<file path="config.mk">
export PLATFORM = sky130hd
export DESIGN_NAME = serial_rx_cfg
export DESIGN_NICKNAME = d
export VERILOG_FILES = /design/src/rtl/serial_rx_pkg.sv /design/src/rtl/serial_bit_sampler.sv /design/src/rtl/serial_rx_cfg.sv
export SDC_FILE = /design/constraint.sdc
export NUM_CORES = 1
export LEC_CHECK = 0
export CAP_MARGIN = 10
export CORE_ASPECT_RATIO = 1.5
export CORE_MARGIN = 3
export CORE_UTILIZATION = 38
export DETAILED_ROUTE_END_ITERATION = 8
export PLACE_DENSITY = 0.57
export SETUP_SLACK_MARGIN = 0.5
export SYNTH_ARGS = -nofsm -noshare
export SYNTH_HDL_FRONTEND = slang
export SYNTH_SLANG_ARGS = --single-unit
</file>
<file path="constraint.sdc">
create_clock -name clk -period 5.2 [get_ports clk]
set_input_delay 1.04 -clock clk [delete_from_list [all_inputs] [get_ports clk]]
set_output_delay 1.04 -clock clk [all_outputs]
set_load 0.05 [all_outputs]
</file>
<file path="src/rtl/serial_rx_pkg.sv">
// Shared definitions for the configurable asynchronous serial receiver.
package serial_rx_pkg;

  localparam int PAR_NONE = 0;
  localparam int PAR_ODD  = 1;
  localparam int PAR_EVEN = 2;

  typedef enum logic [2:0] {
    ST_IDLE,
    ST_START,
    ST_DATA,
    ST_PARITY,
    ST_STOP,
    ST_BREAK_WAIT
  } rx_state_t;

  // Elaboration-time sanity check of a receiver parameter set.
  function automatic bit rx_cfg_legal(input int data_bits, input int parity,
                                      input int stop_bits, input int div_bits,
                                      input int idle_bits);
    return (data_bits >= 5) && (data_bits <= 9) &&
           (parity >= PAR_NONE) && (parity <= PAR_EVEN) &&
           ((stop_bits == 1) || (stop_bits == 2)) &&
           (div_bits >= 3) && (idle_bits >= 1);
  endfunction

endpackage

</file>
<file path="src/rtl/serial_bit_sampler.sv">
// Bit-period timer with full-period majority vote on the synchronised line.
module serial_bit_sampler
  import serial_rx_pkg::*;
#(
  parameter int DIV_BITS = 16
) (
  input  logic                clk,
  input  logic                reset,
  input  logic                i_load,
  input  logic                i_run,
  input  logic [DIV_BITS-1:0] i_divisor,
  input  logic                i_serial,
  output logic                o_bit_done,
  output logic                o_bit_value
);

  logic [DIV_BITS-1:0] r_shadow;
  logic [DIV_BITS-1:0] r_timer;
  logic [DIV_BITS-1:0] r_ones;
  logic [DIV_BITS-1:0] w_ones_next;
  logic                w_last;

  // The final clock's sample is part of the vote, so it is folded in here.
  assign w_ones_next = r_ones + DIV_BITS'(i_serial);
  assign w_last      = (r_timer == (r_shadow - DIV_BITS'(1)));
  assign o_bit_done  = i_run && w_last;
  assign o_bit_value = (w_ones_next >= (r_shadow >> 1));

  // Load latches the divisor on the start-detect sample (counted as a zero);
  // otherwise time one bit period and accumulate high samples.
  always_ff @(posedge clk or posedge reset) begin
    if (reset) begin
      r_shadow <= '0;
      r_timer  <= '0;
      r_ones   <= '0;
    end else if (i_load) begin
      r_shadow <= i_divisor;
      r_timer  <= DIV_BITS'(1);
      r_ones   <= '0;
    end else if (i_run) begin
      if (w_last) begin
        r_timer <= '0;
        r_ones  <= '0;
      end else begin
        r_timer <= r_timer + DIV_BITS'(1);
        r_ones  <= w_ones_next;
      end
    end
  end

endmodule

</file>
<file path="src/rtl/serial_rx_cfg.sv">
// Configurable asynchronous serial receiver: data width, parity, stop bits,
// runtime divisor, framing/parity errors, break detect and idle timeout.
module serial_rx_cfg
  import serial_rx_pkg::*;
#(
  parameter int DATA_BITS = 8,
  parameter int PARITY    = 0,
  parameter int STOP_BITS = 1,
  parameter int DIV_BITS  = 16,
  parameter int IDLE_BITS = 16
) (
  input  logic                 clk,
  input  logic                 reset,
  input  logic                 serial_in,
  input  logic [DIV_BITS-1:0]  divisor,
  input  logic [IDLE_BITS-1:0] idle_limit,
  output logic [DATA_BITS-1:0] data_out,
  output logic                 data_valid,
  output logic                 parity_err,
  output logic                 frame_err,
  output logic                 break_det,
  output logic                 idle_timeout,
  output logic                 busy
);

  localparam int CNT_W = $clog2(DATA_BITS + 1);

  if (!rx_cfg_legal(DATA_BITS, PARITY, STOP_BITS, DIV_BITS, IDLE_BITS)) begin : g_cfg_check
    $error("serial_rx_cfg: illegal parameter set");
  end

  rx_state_t            r_state;
  logic [1:0]           r_sync;
  logic [CNT_W-1:0]     r_cnt;
  logic [DATA_BITS-1:0] r_shift;
  logic [DATA_BITS-1:0] r_data;
  logic [IDLE_BITS-1:0] r_idle_timer;
  logic                 r_par, r_zero, r_perr_pend, r_ferr_pend;
  logic                 r_valid, r_perr, r_ferr, r_brk, r_idle_to, r_busy;

  logic                 w_rx, w_load, w_run, w_bit_done, w_bit_value, w_par_err;
  logic [IDLE_BITS-1:0] w_idle_next;

  assign w_rx   = r_sync[1];
  assign w_load = (r_state == ST_IDLE) && !w_rx;
  assign w_run  = (r_state == ST_START) || (r_state == ST_DATA) ||
                  (r_state == ST_PARITY) || (r_state == ST_STOP);

  assign w_idle_next = (r_idle_timer >= idle_limit) ? r_idle_timer
                                                    : r_idle_timer + IDLE_BITS'(1);

  assign w_par_err = (PARITY == PAR_ODD)  ? ~(r_par ^ w_bit_value) :
                     (PARITY == PAR_EVEN) ?  (r_par ^ w_bit_value) : 1'b0;

  assign data_out     = r_data;
  assign data_valid   = r_valid;
  assign parity_err   = r_perr;
  assign frame_err    = r_ferr;
  assign break_det    = r_brk;
  assign idle_timeout = r_idle_to;
  assign busy         = r_busy;

  // Two-flop synchroniser; resets to the idle-high line level.
  always_ff @(posedge clk or posedge reset) begin
    if (reset) r_sync <= '1;
    else       r_sync <= {r_sync[0], serial_in};
  end

  serial_bit_sampler #(.DIV_BITS(DIV_BITS)) u_sampler (
    .clk         (clk),
    .reset       (reset),
    .i_load      (w_load),
    .i_run       (w_run),
    .i_divisor   (divisor),
    .i_serial    (w_rx),
    .o_bit_done  (w_bit_done),
    .o_bit_value (w_bit_value)
  );

  // Frame FSM with registered strobes, error flags and idle timer.
  always_ff @(posedge clk or posedge reset) begin
    if (reset) begin
      r_state      <= ST_IDLE;
      r_cnt        <= '0;
      r_shift      <= '0;
      r_data       <= '0;
      r_idle_timer <= '0;
      r_par        <= 1'b0;
      r_zero       <= 1'b0;
      r_perr_pend  <= 1'b0;
      r_ferr_pend  <= 1'b0;
      r_valid      <= 1'b0;
      r_perr       <= 1'b0;
      r_ferr       <= 1'b0;
      r_brk        <= 1'b0;
      r_idle_to    <= 1'b0;
      r_busy       <= 1'b0;
    end else begin
      r_valid <= 1'b0;
      r_brk   <= 1'b0;
      case (r_state)
        ST_IDLE: begin
          r_idle_timer <= w_idle_next;
          r_idle_to    <= (w_idle_next >= idle_limit);
          if (!w_rx) begin
            r_state <= ST_START;
            r_busy  <= 1'b1;
          end
        end
        ST_START: begin
          if (w_bit_done) begin
            if (w_bit_value) begin
              // False start: idle timer and timeout are left as they were.
              r_state <= ST_IDLE;
              r_busy  <= 1'b0;
            end else begin
              r_idle_timer <= '0;
              r_idle_to    <= (idle_limit == '0);
              r_cnt        <= '0;
              r_par        <= 1'b0;
              r_zero       <= 1'b1;
              r_perr_pend  <= 1'b0;
              r_ferr_pend  <= 1'b0;
              r_state      <= ST_DATA;
            end
          end
        end
        ST_DATA: begin
          if (w_bit_done) begin
            r_shift <= {w_bit_value, r_shift[DATA_BITS-1:1]};
            r_par   <= r_par ^ w_bit_value;
            r_zero  <= r_zero & ~w_bit_value;
            if (r_cnt == CNT_W'(DATA_BITS - 1)) begin
              r_cnt   <= '0;
              r_state <= (PARITY == PAR_NONE) ? ST_STOP : ST_PARITY;
            end else begin
              r_cnt <= r_cnt + CNT_W'(1);
            end
          end
        end
        ST_PARITY: begin
          if (w_bit_done) begin
            r_perr_pend <= w_par_err;
            r_zero      <= r_zero & ~w_bit_value;
            r_state     <= ST_STOP;
          end
        end
        ST_STOP: begin
          if (w_bit_done) begin
            if ((r_cnt == '0) && r_zero && !w_bit_value) begin
              // Break is decided on the first stop bit, even with two stop bits.
              r_data       <= '0;
              r_valid      <= 1'b1;
              r_perr       <= 1'b0;
              r_ferr       <= 1'b1;
              r_brk        <= 1'b1;
              r_idle_timer <= '0;
              r_idle_to    <= (idle_limit == '0);
              r_state      <= ST_BREAK_WAIT;
            end else if (r_cnt == CNT_W'(STOP_BITS - 1)) begin
              r_data       <= r_shift;
              r_valid      <= 1'b1;
              r_perr       <= r_perr_pend;
              r_ferr       <= r_ferr_pend | ~w_bit_value;
              r_idle_timer <= '0;
              r_idle_to    <= (idle_limit == '0);
              r_state      <= ST_IDLE;
              r_busy       <= 1'b0;
            end else begin
              r_ferr_pend <= r_ferr_pend | ~w_bit_value;
              r_cnt       <= r_cnt + CNT_W'(1);
            end
          end
        end
        ST_BREAK_WAIT: begin
          if (w_rx) begin
            r_state <= ST_IDLE;
            r_busy  <= 1'b0;
          end
        end
        default: begin
          r_state <= ST_IDLE;
          r_busy  <= 1'b0;
        end
      endcase
    end
  end

endmodule

</file>
== Word level (Yosys, flattened, before mapping) ==
Cells that the tools add are included.
Word-level totals
  flip-flop bits (word level): 98
  bits in latches: 0
  memory bits (writable): 0
  bits in read-only memories: 0
  input port bits: 35
  output and inout bits: 14
  word-level logic and storage cells: 151
  memories: 0
Cells by class
  add/sub/neg operators: 5
  multiply operators: 0
  div/mod/pow operators: 0
  magnitude comparators: 3
  equal/unequal tests: 21
  shift-type cells: 0
  muxes and demuxes: 71
  bitwise operators: 4
  reductions and logical operators: 29
Operators by type and width (count)
  2-to-1 mux 16 bit: 12
  one-hot mux 16 bit (3 select lines): 1
  adder 16 x 1 -> 16 bit (second input constant): 2
  greater-or-equal comparator 16 bit: 2
  2-to-1 mux 1 bit: 32
  2-to-1 mux 4 bit: 7
  2-to-1 mux 3 bit: 9
  one-hot mux 3 bit (6 select lines): 1
  adder 16 x 1 -> 16 bit: 1
  equality test 16 bit: 1
  greater-or-equal comparator 16 x 15 -> 1 bit: 1
  zero test 16 bit: 1
  2-to-1 mux 8 bit: 2
  AND reduction 8 bit: 2
  subtractor 16 x 1 -> 16 bit (second input constant): 1
  inequality test 2 x 1 -> 1 bit (second input constant): 7
  inequality test 2 bit (second input constant): 6
  one-hot mux 4 bit (3 select lines): 1
  nonzero test 2 bit: 5
  AND reduction 4 bit: 2
  AND reduction 7 bit: 1
  equality test 3 x 2 -> 1 bit (second input constant): 2
  equality test 3 bit (second input constant): 2
  one-hot mux 1 bit (2 select lines): 3
  21 further kinds: 29

== Longest topological paths before layout ==
Gate-level depths: netlist (run 1).
  word-level depth: 8
  mapped depth: 18
  mapped depth without buffers: 17

== By module ==
Synthesis (run 1) repeated with hierarchy kept, for this count alone.
Second synthesis, totals
  cells, all modules: 772
  area total of the unflattened synthesis: 6926.6 um^2
Modules (own cells, without submodules)
  serial_bit_sampler: times used 1, cells each 388, area an instance 3505.9 um^2, sequential area each 1201.2 um^2
  serial_rx_cfg: times used 1, cells each 384, area an instance 3420.8 um^2, sequential area each 1203.7 um^2

== Worst setup path after synthesis (run 1) ==
No wires, ideal clock.
  kind: input port to flip-flop
  start: input port idle_limit[9]
  end: register r_idle_to, in the netlist idle_timeout
  library setup time: 0.067 ns
  arrival time: 4.821 ns
  required time: 5.133 ns
  setup slack: 0.312 ns
  cell stages on the path: 14
  path buffers: 0
  cell sequence: inv_1 -> ha_1 -> a21o_1 -> a21o_1 -> a211oi_1 -> o21ai_0 -> a2111oi_0 -> nand3_1 -> xnor2_1 -> ha_1 -> nand4_1 -> or4_1 -> a41oi_1 -> mux2_2
Between the ends
  word-level cells in the longest chain between the ends: 5
  elaborated cells between the ends (all ways): 10
  classes of those cells: order compare: 2; mux: 7; reduce/logical: 1
Ends and longest elaborated chain
  start, declared: RTL line serial_rx_cfg.sv:16  | input logic [IDLE_BITS-1:0] idle_limit,
  branches (longest 4 deep; another with greater-or-equal comparator 16 bit)
  one-hot mux 1 bit (3 select lines) (*): RTL line serial_rx_cfg.sv:101  | case (r_state)
  end signal, assigned: RTL line serial_rx_cfg.sv:104  | r_idle_to <= (w_idle_next >= idle_limit);
  end signal, assigned: RTL line serial_rx_cfg.sv:158  | r_idle_to <= (idle_limit == '0);
  end signal, assigned: RTL line serial_rx_cfg.sv:166  | r_idle_to <= (idle_limit == '0);
  end, declared: RTL line serial_rx_cfg.sv:39  | logic r_valid, r_perr, r_ferr, r_brk, r_idle_to, r_busy;
Every way passes the cells marked *. The select of a mux whose other input is x is not followed.
A chain may end at the register's enable or synchronous reset.

== Final worst setup path (run 1) ==
Ends and elaborated chain as after synthesis.

==> results.py, run 1 <==
metrics = {
    "worst_setup_path": {
        "end_kind": "register",
        "crit_top_cell": "a21o_1",
        "crit_fanout": 8,
        "cpMaxStageDelayCell": "clkdlybuf4s50_1",
        "cp-start-kind": "input pin",
        "cp_data_required_time_ns": 5.44,
        "path_delay_family": "compound AO/OA/AOI/OAI gates",
        "cpPeakStageDelay_ns": 0.47,
        "worst-path-buf-inv": 3,
        "path_cells": "clkdlybuf4s50_1 > inv_1 > ha_1 > a21o_1 > a21o_1 > a211oi_2 > o21ai_2 > a21oi_2 > buf_4 > xnor2_1 > ha_1 > nand2b_1 > a21o_1 > a21o_1 > a21o_1 > a21oi_1 > or4_1 > a41oi_1 > mux2_2",
        "worstPathArrival_ns": 4.70,
        "reg2regPathDepth": 17,
        "criticalPathCategory": "input pin to register",
        "path_depth": 19,
    },
    "clock_tree": {
        "cts_tree": "done",
        "cts_sinks": 96,
        "cts_buffer_depth": 2,
        "cts_root_buffer": "clkbuf_16",
        "clk_latency_ns": 0.34,
        "cts-htree-levels": 3,
        "clkSlewWorstSetupHoldPaths_ns": 0.07,
        "cts_made_buffers": 9,
    },
    "layout": {
        "final_cell_area_mm2": 0.007849,
        "drive_gt1_frac": 0.08217,
        "final-instance-count-excl-fill": 1004,
        "final_nets": 875,
        "num_antenna_cells": 0,
        "area_growth_pct": 15.67,
        "fin_util": 0.4505,
    },
    "placement": {
        "place.port_buffers": 47,
        "dp_slack_ns": 0.04682,
        "place.gp.congestion": 0.8914,
        "place_area_mm2": 0.007490,
        "dp.cells": 985,
        "post-dp-hpwl_um": 12800,
    },
    "synth": {
        "synth_warnings": 0,
        "yosysTopAreaCellShare": 0.3467,
        "synth_edf_count": 0,
        "synthCells": 744,
        "synth_top_flop_cell": "dfrtp_1",
        "ys_seq_area_frac": 0.3544,
        "synth_cell_types": 68,
        "syn_area_mm2": 0.006785,
        "syn_area_per_cell_um2": 9.120,
        "synth_top_area_cell": "dfrtp_1",
        "synthTopCellsByArea": "dfrtp_1 (35%), ha_1 (10%), xnor2_1 (3.6%), a21oi_1 (3.5%), a21o_1 (3.0%)",
        "yosys_register_bits": 96,
        "syn_nets": 833,
        "synthArstFlopShare": 1.000,
    },
    "power": {
        "vdd_ir_drop_max_v": 0.0001597,
        "fin_total_pwr_mw": 2.031,
        "p_leak_nw": 3.774,
        "powerDensity_mw_per_mm2": 258.7,
    },
    "timing": {
        "min_period_ns": 4.465,
        "finalCritPeriodShare": 0.8587,
        "slew_violations": 0,
        "rsz0062_at_grt": "yes",
        "slew_headroom": 0.3676,
        "skew_ns": 0.009454,
        "tns_ns": 0,
        "hold_viol": 0,
        "worstMarginPinSlew_ns": 0.9485,
        "setup_viol": 0,
        "max_freq_mhz": 223.9,
        "finalWorstSetupSlack_ns": 0.7346,
        "timing.hold.ws_ns": 0.3654,
    },
    "global_route": {
        "grt_max_degree": 65,
        "grt.overflow.total": 0,
        "antenna_found_initial": 0,
        "grt_pass1_wl_um": 28410,
        "grt_pass1_vias": 5926,
        "grt.total_usage": 0.1780,
    },
    "floorplan": {
        "start_util": 0.3895,
        "num_rows": 59,
        "die_y_um": 169.7,
        "core_mm2": 0.01742,
        "dieArea_mm2": 0.01953,
        "io_pins": 49,
        "die_x_um": 115.1,
    },
    "route": {
        "final_antenna_net_count": 0,
        "drc": 0,
        "num_vias": 5760,
        "drt_iter0_drc": 236,
        "routed_wirelength_um": 16990,
        "dr.pass1.iters": 4,
        "wire_per_inst_um": 16.93,
        "vias_per_cell": 5.737,
    },
    "job": {
        "cap_viol_max_count": 0,
    },
    "hold_path": {
        "holdPathStages": 0,
        "hp-class": "register to register",
    },
    "outcome": {
        "run_status": "complete, no violations",
    },
}
-- cell usage in the layout, fill, tap and decap left out, drive strengths merged, types with 3 or more instances in the layout --
master         instances
dfrtp                 94
nand2                 45
o21a                   7
o22ai                  4
ha                    54
a22o                  15
and2                   7
clkbuf                10
nor2                  34
mux2                  12
inv                   54
a31oi                 32
mux2i                  3
o211ai                 4
nand3                 21
a41oi                  3
nand4                 16
a2bb2oi                3
a21oi                 49
a211oi                 5
xor2                  20
and3                  26
and4                  14
o21ai                 37
clkdlybuf4s50         47
nand2b                21
nor3                  15
nor2b                  3
or4                    6
nor3b                  3
a221o                  6
nor4                  13
buf                   15
xnor2                 29
a21o                  27
-- sequential cells by signal, summed over array words and instances, names as in the netlist, 2 cells and up --
register            cells
data_out                8
r_cnt                   4
r_idle_timer           16
r_shift                 8
r_state                 3
r_sync                  2
u_sampler.r_ones       16
u_sampler.r_shadow     16
u_sampler.r_timer      16
-- where the power goes --
part           total (mW)  internal (mW)  switching (mW)  leakage (nW)
Combinational       0.430          0.215           0.215          2.40
Clock               0.691          0.381           0.311         0.142
Sequential          0.909          0.811          0.0979          1.23
Total                2.03           1.41           0.624          3.77
-- cells in the mapped netlist, types with 13 or more instances --
cell / number
a21oi_1: 48
nor3_1: 14
and4_1: 14
a22o_1: 15
nand4_1: 16
a31oi_1: 32
and3_1: 26
a21o_1: 27
ha_1: 54
clkbuf_1: 23
nor4_1: 13
xnor2_1: 28
nor2_1: 34
dfrtp_1: 94
nand2b_1: 21
o21ai_0: 36
inv_1: 51
nand2_1: 45
nand3_1: 21
xor2_1: 20
-- cells by family after synthesis --
logic type                 count (synthesis)  synth area share
AOI/OAI and AO/OA                        211            0.2047
xor gates and xnor gates                  49           0.06436
adders and majority gates                 54           0.09958
buffers and inverters                     82           0.05034
DFF                                       96            0.3544
muxes                                     15           0.02821
other                                      1         0.0005527
and+or+nand+nor                          236            0.1979
-- routing by layer --
| layer | track usage | share of wire | up-vias |
|---|---|---|---|
| li1 | - | - | 2835 |
| met3 | 0.01998 | 0.028 | 32 |
| met2 | 0.3243 | 0.52 | 100 |
| met5 | 0 | 0 | - |
| met1 | 0.2033 | 0.41 | 2793 |
| met4 | 0.08529 | 0.039 | 0 |
-- final timing paths --
check | startpoint | to | slack (ns)
worst max-delay path | idle_limit[9] | idle_timeout | 0.73
worst min-delay path | r_sync[0] | r_sync[1] | 0.37
worst min register to register | r_sync[0] | r_sync[1] | 0.37
max in group asynchronous | reset | r_sync[0] | 3.05
worst max register to register | r_sync[1] | r_idle_timer[10] | 1.01
min in group asynchronous | reset | r_idle_timer[1] | 1.19
-- area by class of cell --
| class | count | area [um^2] |
|---|---|---|
| Sequential cell | 96 | 2405 |
| Timing Repair Buffer | 62 | 583.1 |
| Fill cell | 1724 | 9573 |
| Multi-Input combinational cell | 566 | 4098 |
| Clock buffer | 10 | 229.0 |
| Clock inverter | 6 | 73.82 |
| Tap cell | 213 | 266.5 |
| Inverter | 51 | 193.9 |
-- repair_timing --
action,CTS,global route
cloned,0,0
gates resized for setup,1,9
pin swaps,0,2
hold buffers,0,0
setup endpoints to repair,1,10
buffers inserted,0,3
Note: power is estimated with default switching activity, not from simulation.
==> run 2: changes to the inputs <==
--- a/config.mk
+++ b/config.mk
@@ -6,12 +6,15 @@
 export NUM_CORES = 1
 export LEC_CHECK = 0
 export CAP_MARGIN = 10
+export CELL_PAD_IN_SITES_DETAIL_PLACEMENT = 1
+export CELL_PAD_IN_SITES_GLOBAL_PLACEMENT = 2
 export CORE_ASPECT_RATIO = 1.5
 export CORE_MARGIN = 3
 export CORE_UTILIZATION = 38
 export DETAILED_ROUTE_END_ITERATION = 8
-export PLACE_DENSITY = 0.57
+export PLACE_DENSITY = 0.83
 export SETUP_SLACK_MARGIN = 0.5
 export SYNTH_ARGS = -nofsm -noshare
 export SYNTH_HDL_FRONTEND = slang
 export SYNTH_SLANG_ARGS = --single-unit
+export TNS_END_PERCENT = 20
==> run 2 against run 1 <==
Compared with the run above:
- via count up 4.0%
- clock-buffer cell count unchanged
- design area up 1.2%
- highest routed layer unchanged
- sequential power up 1%
- setup slack better by 0.012 ns
- wire length up 18%
- critical path type unchanged
- largest cell class unchanged
- clock skew up 0.00062 ns
- die area unchanged
==> results.py, run 2 (synthesized netlist as in run 1, its figures left out) <==
metrics = {
    "outcome": {
        "run_status": "complete, no violations",
    },
    "route": {
        "drt_iter0_drc": 253,
        "routed_wirelength_um": 20000,
        "vias_per_cell": 5.962,
        "wire_per_inst_um": 19.90,
        "drc": 0,
        "final_antenna_net_count": 0,
        "num_vias": 5992,
        "dr.pass1.iters": 4,
    },
    "clock_tree": {
        "cts_made_buffers": 9,
        "cts_buffer_depth": 2,
        "clk_latency_ns": 0.36,
        "clkSlewWorstSetupHoldPaths_ns": 0.07,
        "cts_hold_buf": 0,
        "cts_sinks": 96,
        "cts-htree-levels": 3,
        "cts_tree": "done",
        "cts_root_buffer": "clkbuf_16",
    },
    "layout": {
        "final_cell_area_mm2": 0.007945,
        "area_growth_pct": 17.09,
        "drive_gt1_frac": 0.09975,
        "seq_area_mm2": 0.002405,
        "num_antenna_cells": 0,
        "final_nets": 878,
        "multi_input_area_mm2": 0.004200,
        "n_fill_cell": 1986,
        "final_cell_mix": "dfrtp_1 (94), ha_1 (53), inv_1 (50)",
        "final_common_cell": "dfrtp_1",
    },
    "power": {
        "powerDensity_mw_per_mm2": 252.2,
        "fin_total_pwr_mw": 2.004,
        "combPwrFrac": 0.223,
        "internal_power_mw": 1.366,
        "seq_power_share": 0.460,
        "p_leak_nw": 3.786,
        "p_sw_frac": 0.3185,
        "switching_power_mw": 0.6381,
        "vdd_ir_drop_max_v": 0.0001418,
        "clock_power_share": 0.317,
    },
    "worst_setup_path": {
        "worst-path-buf-inv": 3,
        "path_delay_family": "compound AO/OA/AOI/OAI gates",
        "worstPathArrival_ns": 4.75,
        "cpMaxStageDelayCell": "or4_1",
        "path_cells": "clkdlybuf4s50_1 > inv_1 > ha_1 > a21oi_2 > nor2_1 > a211oi_2 > o21ai_2 > a21oi_2 > buf_4 > mux2_2 > ha_1 > a21o_1 > a21o_1 > a21o_1 > a21oi_2 > or4_1 > a41oi_2 > mux2_2",
        "cp_data_required_time_ns": 5.49,
        "criticalPathCategory": "input pin to register",
        "end_kind": "register",
        "cpPeakStageDelay_ns": 0.50,
        "cp-start-kind": "input pin",
        "crit_fanout": 3,
    },
    "global_route": {
        "grt.overflow.total": 0,
        "grt.total_usage": 0.2113,
        "grt_max_degree": 67,
        "antenna_found_initial": 0,
        "grt_pass1_wl_um": 33080,
        "grt_pass1_vias": 6473,
    },
    "timing": {
        "worstMarginPinSlew_ns": 0.9246,
        "max_freq_mhz": 224.5,
        "hold_viol": 0,
        "rsz0062_at_grt": "no",
        "timing.hold.ws_ns": 0.3822,
        "slew_headroom": 0.3779,
        "setup_viol": 0,
        "slew_violations": 0,
        "min_period_ns": 4.454,
        "skew_ns": 0.01007,
        "finalCritPeriodShare": 0.8565,
    },
    "placement": {
        "place.gp.congestion": 0.9252,
        "place.port_buffers": 47,
        "post-dp-hpwl_um": 15220,
        "place_area_mm2": 0.007483,
    },
    "floorplan": {
        "die_y_um": 169.7,
        "num_rows": 59,
        "core_mm2": 0.01742,
        "start_util": 0.3895,
        "die_x_um": 115.1,
        "dieArea_mm2": 0.01953,
        "io_pins": 49,
    },
    "hold_path": {
        "hp-class": "register to register",
    },
    "job": {
        "cap_viol_max_count": 0,
    },
}
[run 2: stage by stage]
stage	setup WS (ns)	util	setup TNS (ns)	cells
floorplan	0.5955	-	0	744
global placement	0.03110	0.4295	0	984
detailed placement	-0.2281	0.4295	-0.2281	984
CTS	0.5146	0.4461	0	999
global route	0.5069	0.4560	0	1005
finish	0.7464	0.4560	0	1005
[run 2: final timing paths]
kind | start | to | slack, ns | cells after the start
setup reg to reg | r_sync[1] | r_idle_timer[5] | 0.88 | 16
max in group asynchronous | reset | r_sync[1] | 2.94 | 3
hold / removal | r_sync[0] | r_sync[1] | 0.38 | 0
hold reg to reg | r_sync[0] | r_sync[1] | 0.38 | 0
min in group asynchronous | reset | u_sampler.r_timer[5] | 1.24 | 2
setup / recovery | idle_limit[7] | idle_timeout | 0.75 | 18
[run 2: what timing repair did]
item / 4_1_cts / 5_1_grt
cloned: 0 / 0
endpoints found under the setup margin: 1 / 11
gates resized for setup: 5 / 21
pin swaps: 0 / 10
buffers inserted: 1 / 5
[run 2: final cells by class]
class / count / area share
Clock inverter: 4 / 0.003937
Clock buffer: 10 / 0.03008
Sequential cell: 96 / 0.3027
Multi-Input combinational cell: 566 / 0.5287
Tap cell: 213 / 0.03354
Timing Repair Buffer: 65 / 0.07669
Inverter: 51 / 0.02441
[run 2: power groups by stage]
| stage | Combinational [mW] | Clock [mW] | Sequential (mW) |
|---|---|---|---|
| 4_1_cts | 0.450 | 0.654 | 0.919 |
| 3_3_place_gp | 0.418 | 0 | 0.927 |
| 6_report | 0.447 | 0.636 | 0.921 |
| 3_5_place_dp | 0.443 | 0 | 0.934 |
| 2_1_floorplan | 0.338 | 0 | 0.889 |
| 5_1_grt | 0.510 | 0.683 | 0.934 |
[run 2: worst register-to-register path, stage by stage (launching register included)]
cell      delay, ns
dfstp_2        0.59
ha_1           0.21
ha_1           0.25
and3_1         0.26
and2_1         0.25
nand4_1        0.18
xnor2_2        0.22
ha_1           0.27
nand4_1        0.12
nor2_1         0.07
nor3_1         0.25
o211ai_1       0.23
a21oi_1        0.17
buf_4          0.17
nand4_1        0.26
a21o_4         0.36
a221o_1        0.36
[run 2: routing by layer]
metal | share of wire | wire (um) | track usage
met5 | 0 | 0 | 0
met1 | 0.40 | 7990 | 0.2366
met2 | 0.54 | 10820 | 0.3952
met3 | 0.025 | 503 | 0.02747
met4 | 0.034 | 688 | 0.08631
==> RTL edit: new RTL, flow settings as in run 1 <==
Make the reset (`reset`) synchronous in 3 clocked blocks. Comments in the files are not updated.
--- a/src/rtl/serial_bit_sampler.sv
+++ b/src/rtl/serial_bit_sampler.sv
@@ -28,7 +28,7 @@
 
   // Load latches the divisor on the start-detect sample (counted as a zero);
   // otherwise time one bit period and accumulate high samples.
-  always_ff @(posedge clk or posedge reset) begin
+  always_ff @(posedge clk) begin
     if (reset) begin
       r_shadow <= '0;
       r_timer  <= '0;
--- a/src/rtl/serial_rx_cfg.sv
+++ b/src/rtl/serial_rx_cfg.sv
@@ -61,7 +61,7 @@
   assign busy         = r_busy;
 
   // Two-flop synchroniser; resets to the idle-high line level.
-  always_ff @(posedge clk or posedge reset) begin
+  always_ff @(posedge clk) begin
     if (reset) r_sync <= '1;
     else       r_sync <= {r_sync[0], serial_in};
   end
@@ -78,7 +78,7 @@
   );
 
   // Frame FSM with registered strobes, error flags and idle timer.
-  always_ff @(posedge clk or posedge reset) begin
+  always_ff @(posedge clk) begin
     if (reset) begin
       r_state      <= ST_IDLE;
       r_cnt        <= '0;
Check against the original RTL: differs if reset is asserted again (counterexample within 4 cycles, from zero or initial values and one cycle with reset high); with reset held inactive, the same outputs for 10 cycles.
==> RTL edit against run 1 <==
  * Synthesized area fell by 7.6%
  * Non-clock buffer count fell by 3
  * Sequential cell count did not move
  * Total power rose by 9.8%
  * Wire length fell by 1.7%
  * Via count fell by 0.54%
  * Worst setup slack improved by 74 ps
  * Clock power fell by 5.4%
  * Sequential power fell by 7.7%
  * Count of clock-buffer cells in the layout fell by 1
  * Critical path depth rose by 1
  * Register-to-register slack got worse by 120 ps
  * Final cell count rose by 2.5%
  * Cell area fell by 7.7%
  * Critical path type unchanged
  * Critical endpoint is now idle_timeout
  * Largest power group unchanged
==> RTL edit: results (changes against run 1) <==
Power
  • Leak: 2.83 nW (was 3.77 nW)
  • Sequential Power: 0.839 mW (was 0.909 mW)
  • P_int: 1.39 mW (was 1.41 mW)
  • Pwr Density: 308 mW/mm² (was 259 mW/mm²)

Logic synthesis
  • Post-synth ARST share: 0% (was 100%)
  • Adder-cell area share of the yosys netlist: 10.8% (was 9.96%)
  • Syn_nets: 878 (was 833)
  • Synth Flop Type: dfxtp_1 (was dfrtp_1)
  • Sequential share of the synthesized area: 30.7% (was 35.4%)
  • Synth area leaders: dfxtp_1 31%, ha_1 11%, nand2_1 6.3% (was dfrtp_1 35%, ha_1 10%, xnor2_1 3.6%)
  • Synth Area in Compound Gates: 16.0% (was 20.5%)
  • Post-synthesis mux area share: 2.60% (was 2.82%)

GRT
  • Number of global-route vias before repair: 5752 (was 5926)
  • GRT met2 Usage: 35.4% (was 32.4%)
  • Met1 Usage GRT: 20.4% (was 20.3%)
  • Total Routing Usage GR: 18.8% (was 17.8%)

Placed design
  • Final Wtd Congestion: 0.901 (was 0.891)
  • DP Cell Count: 1012 (was 985)
  • Hpwl dp: 12700 µm (was 12800 µm)
  • Pre-CTS setup slack: 313 ps (was 46.8 ps)

Detailed routing
  • Routed wire length per instance: 16.2 µm (was 16.9 µm)
  • DR iter-0 viols: 234 (was 236)

Critical path
  • Crit path max fanout: 7 (was 8)
  • Arrival @ worst endpoint: 4640 ps (was 4700 ps)

Hold path
  • Hold depth: 1 (was 0)

Layout
  • Nets: 910 (was 875)

Timing
  • Worst slew pin tran: 800 ps (was 948 ps)

Run status
  • Status: finished, final reports clean (unchanged)
RTL edit: cell count changes in the layout (fill, tap and decap cells not counted), sizes merged, moves of 15 or more:
cell | run 1 | this run
a31oi | 32 | 6
dfrtp | 94 | 0
nand2b | 21 | 6
a22o | 15 | 0
and3 | 26 | 11
dfxtp | 0 | 96
nor2 | 34 | 81
xor2 | 20 | 41
nand2 | 45 | 106
RTL edit: repair_timing:
item                       in CTS  in global routing
hold buffers                    0                  0
setup buffers                   0                  1
hold endpoints to repair        0                  0
resized for setup               0                  7
setup endpoints to repair       0                  5
RTL edit: cells by family (layout without fill, tap and decap cells):
group,after synthesis,in the layout
other,1,1
xor gates and xnor gates,77,77
and+or+nand+nor,314,314
AOI/OAI and AO/OA,151,151
adders and majority gates,54,54
muxes,16,16
buffers and inverters,80,117
DFF,96,96
RTL edit: area by class of cell:
type / count / area [µm²]
well taps: 203 / 254
flip-flops and latches: 96 / 1920
multi-input cells: 613 / 4050
fillers: 1596 / 8660
clock buffers: 9 / 225
inverters: 42 / 158
repair buffers: 59 / 568
clock inverters: 7 / 61.3
RTL edit: final timing paths:
| kind | from | end | slack (ps) |
|---|---|---|---|
| max | idle_limit[0] | idle_timeout | 810 |
| min | r_sync[0] | r_sync[1] | 430 |
| max reg2reg | r_sync[1] | busy | 890 |
| min reg2reg | r_sync[0] | r_sync[1] | 430 |
RTL edit: worst max-delay path, stage by stage:
cell,delay [ps]
clkdlybuf4s50_1,460
ha_1,300
nand2b_1,140
a21o_1,170
a211oi_1,220
o21ai_0,190
a211oi_2,280
o21ai_2,130
buf_4,190
xnor2_1,130
ha_1,280
nand2b_1,150
a21oi_1,140
nor2b_1,70
o21ai_0,160
a21oi_1,100
nor4_1,170
nor4_1,80
o21ai_0,140
mux2i_1,90
